--- src/rtl/axi_xlate_requester.sv ---
// axi_xlate_requester: AR/AW address translation requester between an upstream AXI master and downstream memory port
// Ports: clk, reset (sync active-high); s_ar*/s_aw* upstream address channels; m_ar*/m_aw* downstream
// translated channels; t_* translator request (virtual addr/len/size, start pulse) and result (phys addr,
// done, drop); r_err/w_err one-cycle error pulses; timeout_flag sticky timeout indicator.
// Optional macro AXI_XLATE_STATS_EN adds saturating r/w ok and drop counters (CNT_W wide).
module axi_xlate_chan #(
  parameter int ADDR_W = 32,
  parameter int TIMEOUT_CYCLES = 64
`ifdef AXI_XLATE_STATS_EN
  , parameter int CNT_W = 16
`endif
) (
  input  logic              clk,
  input  logic              reset,
  input  logic [ADDR_W-1:0] s_addr,
  input  logic [7:0]        s_len,
  input  logic [2:0]        s_size,
  input  logic              s_valid,
  output logic              s_ready,
  output logic [ADDR_W-1:0] m_addr,
  output logic [7:0]        m_len,
  output logic [2:0]        m_size,
  output logic              m_valid,
  input  logic              m_ready,
  output logic [ADDR_W-1:0] t_v_addr,
  output logic [7:0]        t_len,
  output logic [2:0]        t_size,
  output logic              t_start,
  input  logic [ADDR_W-1:0] t_p_addr,
  input  logic              t_done,
  input  logic              t_drop,
`ifdef AXI_XLATE_STATS_EN
  output logic [CNT_W-1:0]  ok_cnt,
  output logic [CNT_W-1:0]  drop_cnt,
`endif
  output logic              err,
  output logic              to_now
);
  localparam int TW = $clog2(TIMEOUT_CYCLES);
  localparam logic [TW-1:0] TMAX = TW'(TIMEOUT_CYCLES - 1);
  typedef enum logic [1:0] {IDLE, REQ, WAIT, ISSUE} state_t;
  state_t state_q;
  logic [TW-1:0] timer_q;
  logic [ADDR_W-1:0] t_v_addr_q, m_addr_q;
  logic [7:0] t_len_q, m_len_q;
  logic [2:0] t_size_q, m_size_q;
  logic s_ready_q, t_start_q, m_valid_q, err_q;
  // drop and done take priority over an expiring timer
  assign to_now = state_q == WAIT && !t_drop && !t_done && timer_q == TMAX;
  assign s_ready = s_ready_q;
  assign t_start = t_start_q;
  assign t_v_addr = t_v_addr_q;
  assign t_len = t_len_q;
  assign t_size = t_size_q;
  assign m_valid = m_valid_q;
  assign m_addr = m_addr_q;
  assign m_len = m_len_q;
  assign m_size = m_size_q;
  assign err = err_q;
  always_ff @(posedge clk) begin
    if (reset) begin
      state_q <= IDLE;
      timer_q <= '0;
      s_ready_q <= 1'b0;
      t_start_q <= 1'b0;
      m_valid_q <= 1'b0;
      err_q <= 1'b0;
      t_v_addr_q <= '0;
      t_len_q <= '0;
      t_size_q <= '0;
      m_addr_q <= '0;
      m_len_q <= '0;
      m_size_q <= '0;
    end else begin
      err_q <= 1'b0;
      case (state_q)
        IDLE:
          if (s_valid && s_ready_q) begin
            t_v_addr_q <= s_addr;
            t_len_q <= s_len;
            t_size_q <= s_size;
            s_ready_q <= 1'b0;
            t_start_q <= 1'b1;
            state_q <= REQ;
          end else s_ready_q <= 1'b1;
        REQ: begin
          t_start_q <= 1'b0;
          timer_q <= '0;
          state_q <= WAIT;
        end
        WAIT:
          if (t_drop || to_now) begin
            err_q <= 1'b1;
            state_q <= IDLE;
          end else if (t_done) begin
            m_addr_q <= t_p_addr;
            m_len_q <= t_len_q;
            m_size_q <= t_size_q;
            m_valid_q <= 1'b1;
            state_q <= ISSUE;
          end else timer_q <= timer_q + 1'b1;
        ISSUE:
          if (m_ready) begin
            m_valid_q <= 1'b0;
            state_q <= IDLE;
          end
        default: state_q <= IDLE;
      endcase
    end
  end
`ifdef AXI_XLATE_STATS_EN
  logic [CNT_W-1:0] ok_cnt_q, drop_cnt_q;
  logic ok_inc, drop_inc;
  assign ok_inc = state_q == WAIT && !t_drop && t_done;
  assign drop_inc = state_q == WAIT && (t_drop || to_now);
  assign ok_cnt = ok_cnt_q;
  assign drop_cnt = drop_cnt_q;
  always_ff @(posedge clk) begin
    if (reset) begin
      ok_cnt_q <= '0;
      drop_cnt_q <= '0;
    end else begin
      if (ok_inc && !(&ok_cnt_q)) ok_cnt_q <= ok_cnt_q + 1'b1;
      if (drop_inc && !(&drop_cnt_q)) drop_cnt_q <= drop_cnt_q + 1'b1;
    end
  end
`endif
endmodule

module axi_xlate_requester #(
  parameter int ADDR_W = 32,
  parameter int TIMEOUT_CYCLES = 64
`ifdef AXI_XLATE_STATS_EN
  , parameter int CNT_W = 16
`endif
) (
  input  logic              clk,
  input  logic              reset,
  input  logic [ADDR_W-1:0] s_araddr,
  input  logic [7:0]        s_arlen,
  input  logic [2:0]        s_arsize,
  input  logic              s_arvalid,
  output logic              s_arready,
  input  logic [ADDR_W-1:0] s_awaddr,
  input  logic [7:0]        s_awlen,
  input  logic [2:0]        s_awsize,
  input  logic              s_awvalid,
  output logic              s_awready,
  output logic [ADDR_W-1:0] m_araddr,
  output logic [7:0]        m_arlen,
  output logic [2:0]        m_arsize,
  output logic              m_arvalid,
  input  logic              m_arready,
  output logic [ADDR_W-1:0] m_awaddr,
  output logic [7:0]        m_awlen,
  output logic [2:0]        m_awsize,
  output logic              m_awvalid,
  input  logic              m_awready,
  output logic [ADDR_W-1:0] t_v_raddr,
  output logic [7:0]        t_r_len,
  output logic [2:0]        t_r_size,
  output logic              t_rstart,
  input  logic [ADDR_W-1:0] t_p_raddr,
  input  logic              t_rdone,
  input  logic              t_rdrop,
  output logic [ADDR_W-1:0] t_v_waddr,
  output logic [7:0]        t_w_len,
  output logic [2:0]        t_w_size,
  output logic              t_wstart,
  input  logic [ADDR_W-1:0] t_p_waddr,
  input  logic              t_wdone,
  input  logic              t_wdrop,
  output logic              r_err,
  output logic              w_err,
`ifdef AXI_XLATE_STATS_EN
  output logic [CNT_W-1:0]  r_ok_cnt,
  output logic [CNT_W-1:0]  r_drop_cnt,
  output logic [CNT_W-1:0]  w_ok_cnt,
  output logic [CNT_W-1:0]  w_drop_cnt,
`endif
  output logic              timeout_flag
);
  logic r_to, w_to, timeout_flag_q;
  assign timeout_flag = timeout_flag_q;
  // raised on the same edge that issues the timeout error pulse
  always_ff @(posedge clk) timeout_flag_q <= reset ? 1'b0 : timeout_flag_q | r_to | w_to;
  axi_xlate_chan #(
    .ADDR_W(ADDR_W), .TIMEOUT_CYCLES(TIMEOUT_CYCLES)
`ifdef AXI_XLATE_STATS_EN
    , .CNT_W(CNT_W)
`endif
  ) u_rd (
    .clk(clk), .reset(reset),
    .s_addr(s_araddr), .s_len(s_arlen), .s_size(s_arsize), .s_valid(s_arvalid), .s_ready(s_arready),
    .m_addr(m_araddr), .m_len(m_arlen), .m_size(m_arsize), .m_valid(m_arvalid), .m_ready(m_arready),
    .t_v_addr(t_v_raddr), .t_len(t_r_len), .t_size(t_r_size), .t_start(t_rstart),
    .t_p_addr(t_p_raddr), .t_done(t_rdone), .t_drop(t_rdrop),
`ifdef AXI_XLATE_STATS_EN
    .ok_cnt(r_ok_cnt), .drop_cnt(r_drop_cnt),
`endif
    .err(r_err), .to_now(r_to)
  );
  axi_xlate_chan #(
    .ADDR_W(ADDR_W), .TIMEOUT_CYCLES(TIMEOUT_CYCLES)
`ifdef AXI_XLATE_STATS_EN
    , .CNT_W(CNT_W)
`endif
  ) u_wr (
    .clk(clk), .reset(reset),
    .s_addr(s_awaddr), .s_len(s_awlen), .s_size(s_awsize), .s_valid(s_awvalid), .s_ready(s_awready),
    .m_addr(m_awaddr), .m_len(m_awlen), .m_size(m_awsize), .m_valid(m_awvalid), .m_ready(m_awready),
    .t_v_addr(t_v_waddr), .t_len(t_w_len), .t_size(t_w_size), .t_start(t_wstart),
    .t_p_addr(t_p_waddr), .t_done(t_wdone), .t_drop(t_wdrop),
`ifdef AXI_XLATE_STATS_EN
    .ok_cnt(w_ok_cnt), .drop_cnt(w_drop_cnt),
`endif
    .err(w_err), .to_now(w_to)
  );
endmodule

--- config.mk ---
export PLATFORM = sky130hd
export DESIGN_NAME = axi_xlate_requester
export DESIGN_NICKNAME = d
export VERILOG_FILES = /design/src/rtl/axi_xlate_requester.sv
export SDC_FILE = /design/constraint.sdc
export NUM_CORES = 1
export LEC_CHECK = 0
export BUFFER_PORTS_ARGS = -buffer_cell sky130_fd_sc_hd__buf_2
export CORE_ASPECT_RATIO = 0.75
export CORE_MARGIN = 4
export CORE_UTILIZATION = 42
export CTS_CLUSTER_SIZE = 30
export DETAILED_ROUTE_END_ITERATION = 12
export PLACE_DENSITY = 0.87
export SLEW_MARGIN = 30
export SYNTH_ARGS = -nofsm -noshare
export SYNTH_HDL_FRONTEND = slang
export SYNTH_SLANG_ARGS = --single-unit
--- constraint.sdc ---
create_clock -name clk -period 1.43 [get_ports clk]
set_input_delay 0.143 -clock clk [delete_from_list [all_inputs] [get_ports clk]]
set_output_delay 0.143 -clock clk [all_outputs]
set_load 0.005 [all_outputs]
# After elaboration in Yosys (flattened, before gate mapping)
# Cells that the tools add are included.
# classes
n_reduce_logical	36
bitwise_logic	6
n_mux	32
add_sub_neg	2
n_eq_ne	20
# op_table
op	n
$mux W6	4
$pmux W6 S2	2
$reduce_and A3 Y1	6
$mux W2	8
$ne A2 B2 Y1 const B	8
$pmux W2 S4	2
$add A6 B1 Y6 const B	2
$eq A6 B6 Y1 const B	2
$mux W1	12
$reduce_bool A2 Y1	6
$eq A2 B2 Y1 const B	4
$logic_and A1 B1 Y1	8
$pmux W1 S2	4
$reduce_and A2 Y1	4
$reduce_and A4 Y1	2
$ne A3 B3 Y1 const B	2
$eq A2 B1 Y1 const B	2
$logic_not A1 Y1	4
$logic_not A2 Y1	2
$ne A2 B1 Y1 const B	2
$not A1 Y1	4
$reduce_or A2 Y1	2
$logic_or A1 B1 Y1	2
$or A1 B1 Y1	2
# word_totals
elab_cells	121
reg_bits	197
output_inout_bits	181

# Logic depth before layout (Yosys ltp)
# Gate-level depths: netlist of run 1.
# logic_depth
ltp_word	7
mapped_depth	7
mapped_depth_nobuf	5

# Hierarchy
# From an unflattened synthesis of run 1, not the netlist that was laid out.
# unflattened
hier_cells	900
hier_area_um2	7109.3
# by_module_without_submodules
module	n_inst	cells_per_inst	area_per_inst_um2	seq_area_each_um2
axi_xlate_chan at u_wr	1	451	3549.7	1961.9
axi_xlate_chan at u_rd	1	446	3530.9	1961.9
axi_xlate_requester	1	3	28.8	20.0

# Worst setup path before layout of run 1
# OpenSTA, ideal clock, no wires.
# synth_timing
path_type	reg2reg
startpoint	reg u_wr.timer_q[0]
endpoint	reg u_wr.timer_q[5]
path_buffers	0
path_stages_with_launch	6
synth_period_minus_slack_ns	1.520
t_arrival_ns	1.388
slack_ns	-0.090
path_cell_list	dfxtp_1 -> ha_1 -> and2_1 -> a2111oi_4 -> mux2i_1 -> a31oi_1
# synth_via
elab_chain_len	5
word_cells_on_any_way	9
classes_between	add/sub: 1; eq/ne: 2; mux: 3; reduce/logical: 3
# synth_lines
element	line	text
start: declaration	43	logic [TW-1:0] timer_q;
start signal: assignment	101	end else timer_q <= timer_q + 1'b1;
branches (longest 5 deep; another with $add A6 B1 Y6)	--	
# Parallel ways; which one is timed is not known. The select of a mux whose other input is x is not followed.
# A chain may end at the register's enable or synchronous reset.

# Worst setup path in the final report of run 1
# Ends and elaborated chain as after synthesis.

==> impl_metrics.ini, run 1 <==
[sta]
clock.fmax_mhz = 717
tightest_slew_ns = 0.648
setup_tns_ns = 0
slew_violations = 0
fin_skew_ns = 0.0128
timing.final.ws_setup_ns = 0.0344
slew_headroom_pct = 56.8
period_share_pct = 97.6
rsz0062_at_grt = yes
setup_viol = 0
finalCriticalPeriod_ns = 1.40
hold_viol = 0

[synthesis]
synth-seq-area-share_pct = 55.1
synth_area_mm2 = 0.00716
syn_nets = 1060
synth_compound_area_share_pct = 15.7
ys_async_sr_fraction_pct = 0
avgSynthCellArea_um2 = 7.98
yosysTopAreaCell = dfxtp_1
yosys.area_share.xor_xnor_pct = 0.122
synthAdderAreaFrac_pct = 0.349
synth_simple_gate_area_share_pct = 23.7
netlist_top_cells_area = dfxtp_1 55%, nand2_1 19%, a21oi_1 13%, buf_2 1.8%, clkbuf_1 1.5%
syn_inst = 898
synth-edff-count = 0
synthFlopType = dfxtp_1
ys_ff_latch = 197
synth_top_family_by_area = simple AND/OR/NAND/NOR gates
synthMuxAreaShare_pct = 0.577
synth_commonest_cells = 357 x nand2_1, 197 x dfxtp_1, 184 x a21oi_1
yosysMostFrequentCell = nand2_1
synth_cell_types = 46
synth_warnings = 0
synth_top_area_share_pct = 55.1

[outcome]
outcome = finished, final reports clean

[clocking]
clk_path_buf_depth = 2
clk_pin_slew_worst_paths_ns = 0.08
tritoncts = yes
insertion_delay_ns = 0.42
cts_buffers = 17
cts-htree-levels = 4
ctsRootBufferMaster = clkbuf_16
cts.sinks = 197

[floorplanning]
dieWidth_um = 159
start_util_pct = 42.7
core.rowCount = 41
core_mm2 = 0.0168
pin_count = 341
die_height_um = 121
die_area_mm2 = 0.0192

[worst_setup_path]
end_kind = flop
arrival_ns = 1.67
path_class = reg2reg
critPathMaxFanout = 3
startpoint = u_wr.timer_q[0]
ff2ff_setup_slack_ns = 0.03
startpoint_type = flop
r2r_cells = 5
r2r_end = u_wr.timer_q[5]
reg2reg_from = u_wr.timer_q[0]
critical_path_required_ns = 1.71
crit_path_end = u_wr.timer_q[5]

[power]
power.density_mw_per_mm2 = 1040
leakage_nw = 5.01
ir_drop_uv = 664

[flow_run]
maxCapViolCount = 0

[final_layout]
drive_gt1_share_pct = 32.0
nets = 1547
postLayoutCoreUtil_pct = 68.5
finish.instance_area_mm2 = 0.0115
area_delta_synth_final_pct = 60.4

[grt]
grt_pass1_wl_um = 44100
grt_overflow = 0
grt_usage_pct = 28.1
grt_pass1_vias = 8404
antenna_found_initial = 1
grt_start_max_net_pins = 72

[drt]
detail-route-antenna-nets = 0
wirelength_um = 28600
avgViaCountPerCell = 5.30
num_vias = 8562
drc = 0
drt_iter0_markers = 762
post_drt_wl_per_cell_um = 17.7
drt_first_pass_iters = 7

[placement]
portBuffers = 340
globalplace.congestion = 0.895
dp_hpwl_um = 15800
place_ws_ns = -0.0103
place_area_mm2 = 0.00924

[worst_hold_path]
hp-class = in2reg
holdCritStartpoint = m_awready
==> stage by stage <==
step | std cells | total power, W | hold WS, ns
finish | 1614 | 0.0119 | 0.0208
CTS | 1608 | 0.0119 | 0.00187
global route | 1613 | 0.0124 | 0.0348
detailed placement | 1425 | 0.00692 | 0.388
global placement | 1425 | 0.00689 | 0.382
floorplan | 898 | 0.00633 | 0.279
==> worst max-delay path, cell delays in order, from the launching register on <==
cell,delay (ns)
dfxtp_2,0.34
ha_4,0.16
and2_4,0.16
a2111oi_4,0.31
mux2i_1,0.22
a31oi_1,0.08
==> layout make-up <==
type                       count  area, µm²
sequential                   197       3950
antenna                        2       5.00
tap                          215        269
fill                        1162       5290
clock inverter                13        145
timing repair buffer         530       3670
inverter                       6       22.5
multi-input combinational    633       2980
clock buffer                  18        439
==> cells by family after synthesis <==
| family | count (synthesis) |
|---|---|
| adders and majority gates | 2 |
| muxes | 4 |
| AOI/OAI and AO/OA | 207 |
| and+or+nand+nor | 419 |
| buffers and inverters | 68 |
| xor gates and xnor gates | 1 |
| DFF | 197 |
==> layout by cell type (no fill, tap or decap), types with 2 or more instances in the layout <==
cell type / count
dlygate4sd3_1: 150
nand3_2: 2
and3_2: 2
inv_6: 2
nor2_1: 15
nor3_1: 6
nand3_1: 8
buf_2: 339
nand2b_1: 2
inv_8: 3
a31oi_1: 4
dfxtp_1: 189
buf_12: 10
buf_4: 28
mux2i_1: 3
nor4_1: 5
a41oi_1: 2
dfxtp_2: 8
o21ai_0: 3
nor2_2: 2
inv_1: 6
diode_2: 2
a21oi_2: 2
clkinv_4: 4
nand2_1: 357
nand4_1: 2
clkbuf_16: 19
nand2b_2: 2
a21oi_1: 182
or3_1: 2
==> power breakdown <==
part           internal (W)  switching, W
combinational      0.000751      0.000712
clock               0.00251       0.00216
sequential          0.00565      0.000118
total               0.00892       0.00299
==> registers in the layout, summed over array words and instances, names as in the netlist, 2 cells and up <==
name / count
u_rd.m_size: 3
u_wr.m_len: 8
u_wr.t_v_addr: 32
u_wr.state_q: 2
u_wr.m_size: 3
u_wr.timer_q: 6
u_rd.t_size: 3
u_rd.t_v_addr: 32
u_rd.state_q: 2
u_rd.m_len: 8
u_rd.m_addr: 32
u_rd.t_len: 8
u_wr.m_addr: 32
u_rd.timer_q: 6
u_wr.t_size: 3
u_wr.t_len: 8
==> what timing repair did <==
action | CTS | global route
buffers inserted | 2 | 2
resized for setup | 5 | 19
endpoints found under the hold margin | 153 | 0
setup endpoints to repair | 5 | 124
hold buffers | 150 | 0
pin swaps | 4 | 3
gates cloned | 0 | 2
==> how the worst min path moves through the flow <==
stage / endpoint / slack [ns] / depth (start not counted)
after global placement: u_rd.t_v_addr[1] / 0.38 / 3
after CTS: u_rd.t_size[2] / 0.002 / 3
final: u_wr.state_q[0] / 0.02 / 3
after floorplan: u_rd.m_addr[0] / 0.28 / 2
after detailed placement: u_rd.t_len[4] / 0.39 / 3
after global routing: u_rd.t_size[2] / 0.03 / 3
==> metal layers <==
layer / share of wire (%) / wire, µm / GRT usage [%]
met5: 0 / 0 / 0
met4: 5.9 / 1670 / 15.9
met3: 9.5 / 2710 / 9.00
met2: 48 / 13800 / 47.7
met1: 36 / 10400 / 31.4
Note: power is estimated with default switching activity, not from simulation.
==> inputs of run 2 (changes only) <==
--- a/config.mk
+++ b/config.mk
@@ -8,10 +8,12 @@
 export BUFFER_PORTS_ARGS = -buffer_cell sky130_fd_sc_hd__buf_2
 export CORE_ASPECT_RATIO = 0.75
 export CORE_MARGIN = 4
-export CORE_UTILIZATION = 42
+export CORE_UTILIZATION = 43
+export CTS_BUF_LIST = sky130_fd_sc_hd__clkbuf_8
 export CTS_CLUSTER_SIZE = 30
 export DETAILED_ROUTE_END_ITERATION = 12
-export PLACE_DENSITY = 0.87
+export PLACE_DENSITY = 0.89
+export REMOVE_ABC_BUFFERS = 1
 export SLEW_MARGIN = 30
 export SYNTH_ARGS = -nofsm -noshare
 export SYNTH_HDL_FRONTEND = slang
==> run 2 against run 1 <==
Against the previous run:
- critical path depth unchanged
- global-route usage up 0.65 points
- core utilization up 2.2 points
- clock power down 22%
- flip-flop and latch count unchanged
- count of clock-buffer cells in the layout up 2
- first-iteration DRC count up 6.8%
- register-to-register slack worse by 0.06 ns
- sequential power about the same
- clock skew up 0.0011 ns
- wire length up 1.8%
- sequential share of layout area up 0.18 points
- the flow now finishes with violations (setup timing)
==> impl_metrics.ini, run 2 (synthesized netlist as in run 1, its figures left out) <==
[grt]
antenna_found_initial = 1
grt_start_max_net_pins = 109
grt_pass1_vias = 8534
grt_pass1_wl_um = 43500
grt_usage_pct = 28.7
grt_overflow = 0

[sta]
setup_viol = 2
fin_skew_ns = 0.0139
clock.fmax_mhz = 688
tightest_slew_ns = 0.500
hold_slack_ns = 0.0598
period_share_pct = 102
hold_viol = 0
finalCriticalPeriod_ns = 1.45
slew_headroom_pct = 66.7
slew_violations = 0
timing.final.ws_setup_ns = -0.0240
rsz0062_at_grt = yes

[clocking]
clk_pin_slew_worst_paths_ns = 0.10
cts-htree-levels = 4
tritoncts = yes
cts.sinks = 197
insertion_delay_ns = 0.46
cts_buffers = 17
ctsRootBufferMaster = clkbuf_8
clk_path_buf_depth = 2

[worst_setup_path]
worstPathCellList = nand4_1, nor2_2, buf_4, nor4_2, mux2_2
end_kind = flop
critical_path_required_ns = 1.77
critPathMaxFanout = 8
max_stage_delay_ns = 0.50
arrival_ns = 1.80
path_class = reg2reg
startpoint_type = flop
cpMaxStageDelayCell = dfxtp_1

[final_layout]
multiInputGateArea_mm2 = 0.00302
nets = 1553
drive_gt1_share_pct = 32.4
final_cell_mix = 356 x nand2_1, 339 x buf_2, 190 x dfxtp_1, 177 x a21oi_1, 153 x dlygate4sd3_1
area_delta_synth_final_pct = 59.5
seq_area_mm2 = 0.00395
fill_cells = 1107
postLayoutCoreUtil_pct = 70.7
final_common_cell = nand2_1

[placement]
place_ws_ns = -0.0851
portBuffers = 340
globalplace.congestion = 0.825
dp_hpwl_um = 16200

[power]
power.density_mw_per_mm2 = 954
switching_share_pct = 26.4
p_int_w = 0.00802
p_comb_share_pct = 13.7
leakage_nw = 4.96
seq_power_share_pct = 52.9
ir_drop_uv = 633
pwr-share-clk_pct = 33.4
p_sw_w = 0.00288

[floorplanning]
die_area_mm2 = 0.0188
pin_count = 341
core_mm2 = 0.0162
core.rowCount = 40
dieWidth_um = 157
start_util_pct = 44.3
die_height_um = 120

[outcome]
outcome = finished with violations
violations = setup timing

[flow_run]
maxCapViolCount = 0

[worst_hold_path]
hp-class = in2reg

[drt]
num_vias = 8501
top_layer = met4
dr_wl_met3_um = 2850
drc = 0
avgViaCountPerCell = 5.26
drt_first_pass_iters = 5
drt_iter0_markers = 814
m1WireLength_um = 10200
post_drt_wl_per_cell_um = 18.0
wirelength_um = 29100
detail-route-antenna-nets = 0
met2WireLength_um = 14500
run 2: power by group through the flow:
stage | combinational (W) | sequential [W] | clock, W
finish | 0.00149 | 0.00577 | 0.00364
global route | 0.00160 | 0.00579 | 0.00392
CTS | 0.00138 | 0.00575 | 0.00373
detailed placement | 0.00105 | 0.00588 | 0
global placement | 0.00103 | 0.00587 | 0
floorplan | 0.000333 | 0.00589 | 0
run 2: critical path: cells and delay by family, from the launching register on:
family	cells	cell delay, ns
buffers and inverters	1	0.14
DFF	1	0.50
muxes	1	0.26
and+or+nand+nor	3	0.44
run 2: path summary, 6_finish.rpt:
kind,start,endpoint,slack [ns],depth (start not counted)
worst max register to register,u_wr.timer_q[2],u_wr.timer_q[0],-0.02,5
worst max-delay path,u_wr.timer_q[2],u_wr.timer_q[0],-0.02,5
worst min register to register,u_wr.m_addr[15],u_wr.m_addr[15],0.46,2
worst min-delay path,s_awvalid,u_wr.t_start,0.06,3
run 2: layer usage:
layer	global-route usage [%]	up-vias
li1	-	3924
met1	30.6	3916
met2	50.9	546
met3	9.19	115
met4	14.4	0
met5	0	-
run 2: layout make-up:
class / count / area share (%)
Clock buffer: 20 / 2.41
Timing Repair Buffer: 536 / 32.8
Sequential cell: 197 / 34.6
Clock inverter: 12 / 1.17
Tap cell: 210 / 2.30
Inverter: 6 / 0.197
Multi-Input combinational cell: 633 / 26.4
Antenna cell: 3 / 0.0657
run 2: metrics by stage:
stage	setup TNS (ns)	total power (W)	area [µm²]	instances
finish	-0.0350	0.0109	11400	1617
global route	-0.748	0.0113	11400	1615
global placement	-0.0753	0.00690	9260	1424
CTS	0	0.0109	11200	1608
detailed placement	-0.297	0.00693	9260	1424
floorplan	-58.00	0.00622	6860	836
run 2: repair_timing:
action | CTS | global route
buffers inserted | 0 | 3
hold buffers | 153 | 0
setup endpoints to repair | 8 | 157
pin swaps | 6 | 7
gates cloned | 0 | 3
endpoints found under the hold margin | 153 | 0
gates resized for setup | 9 | 25
==> inputs of run 3 (changes only) <==
--- a/config.mk
+++ b/config.mk
@@ -8,11 +8,11 @@
 export BUFFER_PORTS_ARGS = -buffer_cell sky130_fd_sc_hd__buf_2
 export CORE_ASPECT_RATIO = 0.75
 export CORE_MARGIN = 4
-export CORE_UTILIZATION = 43
+export CORE_UTILIZATION = 48
 export CTS_BUF_LIST = sky130_fd_sc_hd__clkbuf_8
 export CTS_CLUSTER_SIZE = 30
 export DETAILED_ROUTE_END_ITERATION = 12
-export PLACE_DENSITY = 0.89
+export PLACE_DENSITY = 0.93
 export REMOVE_ABC_BUFFERS = 1
 export SLEW_MARGIN = 30
 export SYNTH_ARGS = -nofsm -noshare
==> constraint.sdc (replaced) <==
create_clock -name clk -period 1.58 [get_ports clk]
set_input_delay 0.158 -clock clk [delete_from_list [all_inputs] [get_ports clk]]
set_output_delay 0.158 -clock clk [all_outputs]
set_load 0.005 [all_outputs]
==> run 3 against run 2 <==
Against the previous run:
- the flow now finishes without violations
- register-to-register slack better by 0.09 ns
- fmax is 3.8% lower
- count of clock-buffer cells in the layout is 2 lower
- combinational power is 12% lower
- critical path type unchanged
==> impl_metrics.ini, run 3 (synthesized netlist as in run 1, its figures left out) <==
[clocking]
cts-htree-levels = 4
cts.sinks = 197
cts_buffers = 17
ctsRootBufferMaster = clkbuf_8
tritoncts = yes
clk_path_buf_depth = 2
clk_pin_slew_worst_paths_ns = 0.11
insertion_delay_ns = 0.47

[drt]
top_layer = met4
drt_iter0_markers = 751
drc = 0
avgViaCountPerCell = 5.44
num_vias = 8640
met2WireLength_um = 13800
m1WireLength_um = 10100
drt_first_pass_iters = 9
wirelength_um = 28900
dr_wl_met3_um = 2930
post_drt_wl_per_cell_um = 18.2
detail-route-antenna-nets = 0

[worst_setup_path]
end_kind = flop
critPathTopFamily = simple AND/OR/NAND/NOR gates
worst-path-buf-inv = 1
cp.depth = 5
startpoint_type = flop
critPathMaxFanout = 15
arrival_ns = 1.88
path_class = reg2reg
max_stage_delay_ns = 0.38
cpMaxStageDelayCell = dfxtp_1
r2r_cells = 5
critical_path_required_ns = 1.95
worstPathCellList = nand2b_1, nor3_4, buf_4, nand2_1, a21oi_1

[grt]
grt_pass1_wl_um = 43700
antenna_found_initial = 2
grt_pass1_vias = 8519
grt_overflow = 0
grt_start_max_net_pins = 68
grt_usage_pct = 32.3

[sta]
slew_headroom_pct = 53.4
timing.final.ws_setup_ns = 0.0679
finalCriticalPeriod_ns = 1.51
tightest_slew_ns = 0.699
fin_skew_ns = 0.0240
period_share_pct = 95.7
clock.fmax_mhz = 661
hold_viol = 0
slew_violations = 0
setup_viol = 0

[worst_hold_path]
hp-class = in2reg
whs_path_depth = 4

[floorplanning]
pin_count = 341
start_util_pct = 49.2
die_area_mm2 = 0.0170
die_height_um = 114
core.rowCount = 38
dieWidth_um = 149
core_mm2 = 0.0145

[power]
power.total_w = 0.00978
leakage_nw = 4.84
ir_drop_uv = 524
power.density_mw_per_mm2 = 880

[placement]
place_ws_ns = 0.0378
dp_cells = 1401
portBuffers = 340
place_area_mm2 = 0.00910
dp_hpwl_um = 15400
globalplace.congestion = 0.886

[final_layout]
final_cells = 1589
final_cell_mix = 356 x nand2_1, 339 x buf_2, 194 x dfxtp_1, 184 x a21oi_1, 153 x dlygate4sd3_1
postLayoutCoreUtil_pct = 76.4
final_common_cell = nand2_1
drive_gt1_share_pct = 30.1
nets = 1536
area_delta_synth_final_pct = 55.1
finish.instance_area_mm2 = 0.0111

[outcome]
outcome = finished, final reports clean

[flow_run]
maxCapViolCount = 0
-- run 3: changes by cell type in the layout (fill, tap and decap cells not counted), sizes merged --
| cell | delta |
|---|---|
| buf | -15 |
| inv | -1 |
| diode | -1 |
| clkinvlp | +1 |
| clkinv | +2 |
| clkbuf | -4 |
-- run 3: layout make-up --
| cell class | instances | area [µm²] |
|---|---|---|
| sequential | 197 | 3950 |
| timing repair buffer | 519 | 3560 |
| fill | 868 | 3440 |
| multi-input combinational | 633 | 2930 |
| tap | 200 | 250 |
| clock buffer | 18 | 248 |
| clock inverter | 14 | 144 |
| inverter | 6 | 22.5 |
| antenna | 2 | 5.00 |
-- run 3: report_power, final --
part,internal [W],switching (W)
Clock,0.00134,0.00191
Combinational,0.000670,0.000639
Sequential,0.00512,0.000106
Total,0.00712,0.00265
-- run 3: final timing paths --
check	endpoint	slack [ns]	startpoint
worst max-delay path	u_wr.m_len[7]	0.07	u_wr.state_q[0]
worst min-delay path	u_rd.m_valid	0.06	m_arready
worst max register to register	u_wr.m_len[7]	0.07	u_wr.state_q[0]
worst min register to register	u_rd.m_len[6]	0.45	u_rd.m_len[6]
-- run 3: worst register-to-register path: stages, from the launching register on --
cell      delay (ns)
dfxtp_1         0.38
nand2b_1        0.25
nor3_4          0.21
buf_4           0.28
nand2_1         0.09
a21oi_1         0.21
-- run 3: repair_timing --
item	in CTS	in global routing
setup buffers	0	1
gates resized for setup	0	17
hold endpoints to repair	159	0
setup endpoints to repair	0	93
hold buffers	153	0
-- run 3: routing by layer --
metal  global-route usage, %  up-vias
met5                       0        -
met4                    20.4        0
met3                    8.74      175
met2                    55.3      623
met1                    35.6     3950
li1                        -     3892
-- run 3: metrics by stage --
stage               setup TNS, ns  hold WS [ns]
floorplan                  -31.22         0.227
global placement                0         0.397
detailed placement              0         0.402
CTS                             0        0.0349
global route             -0.00355        0.0436
finish                          0        0.0603
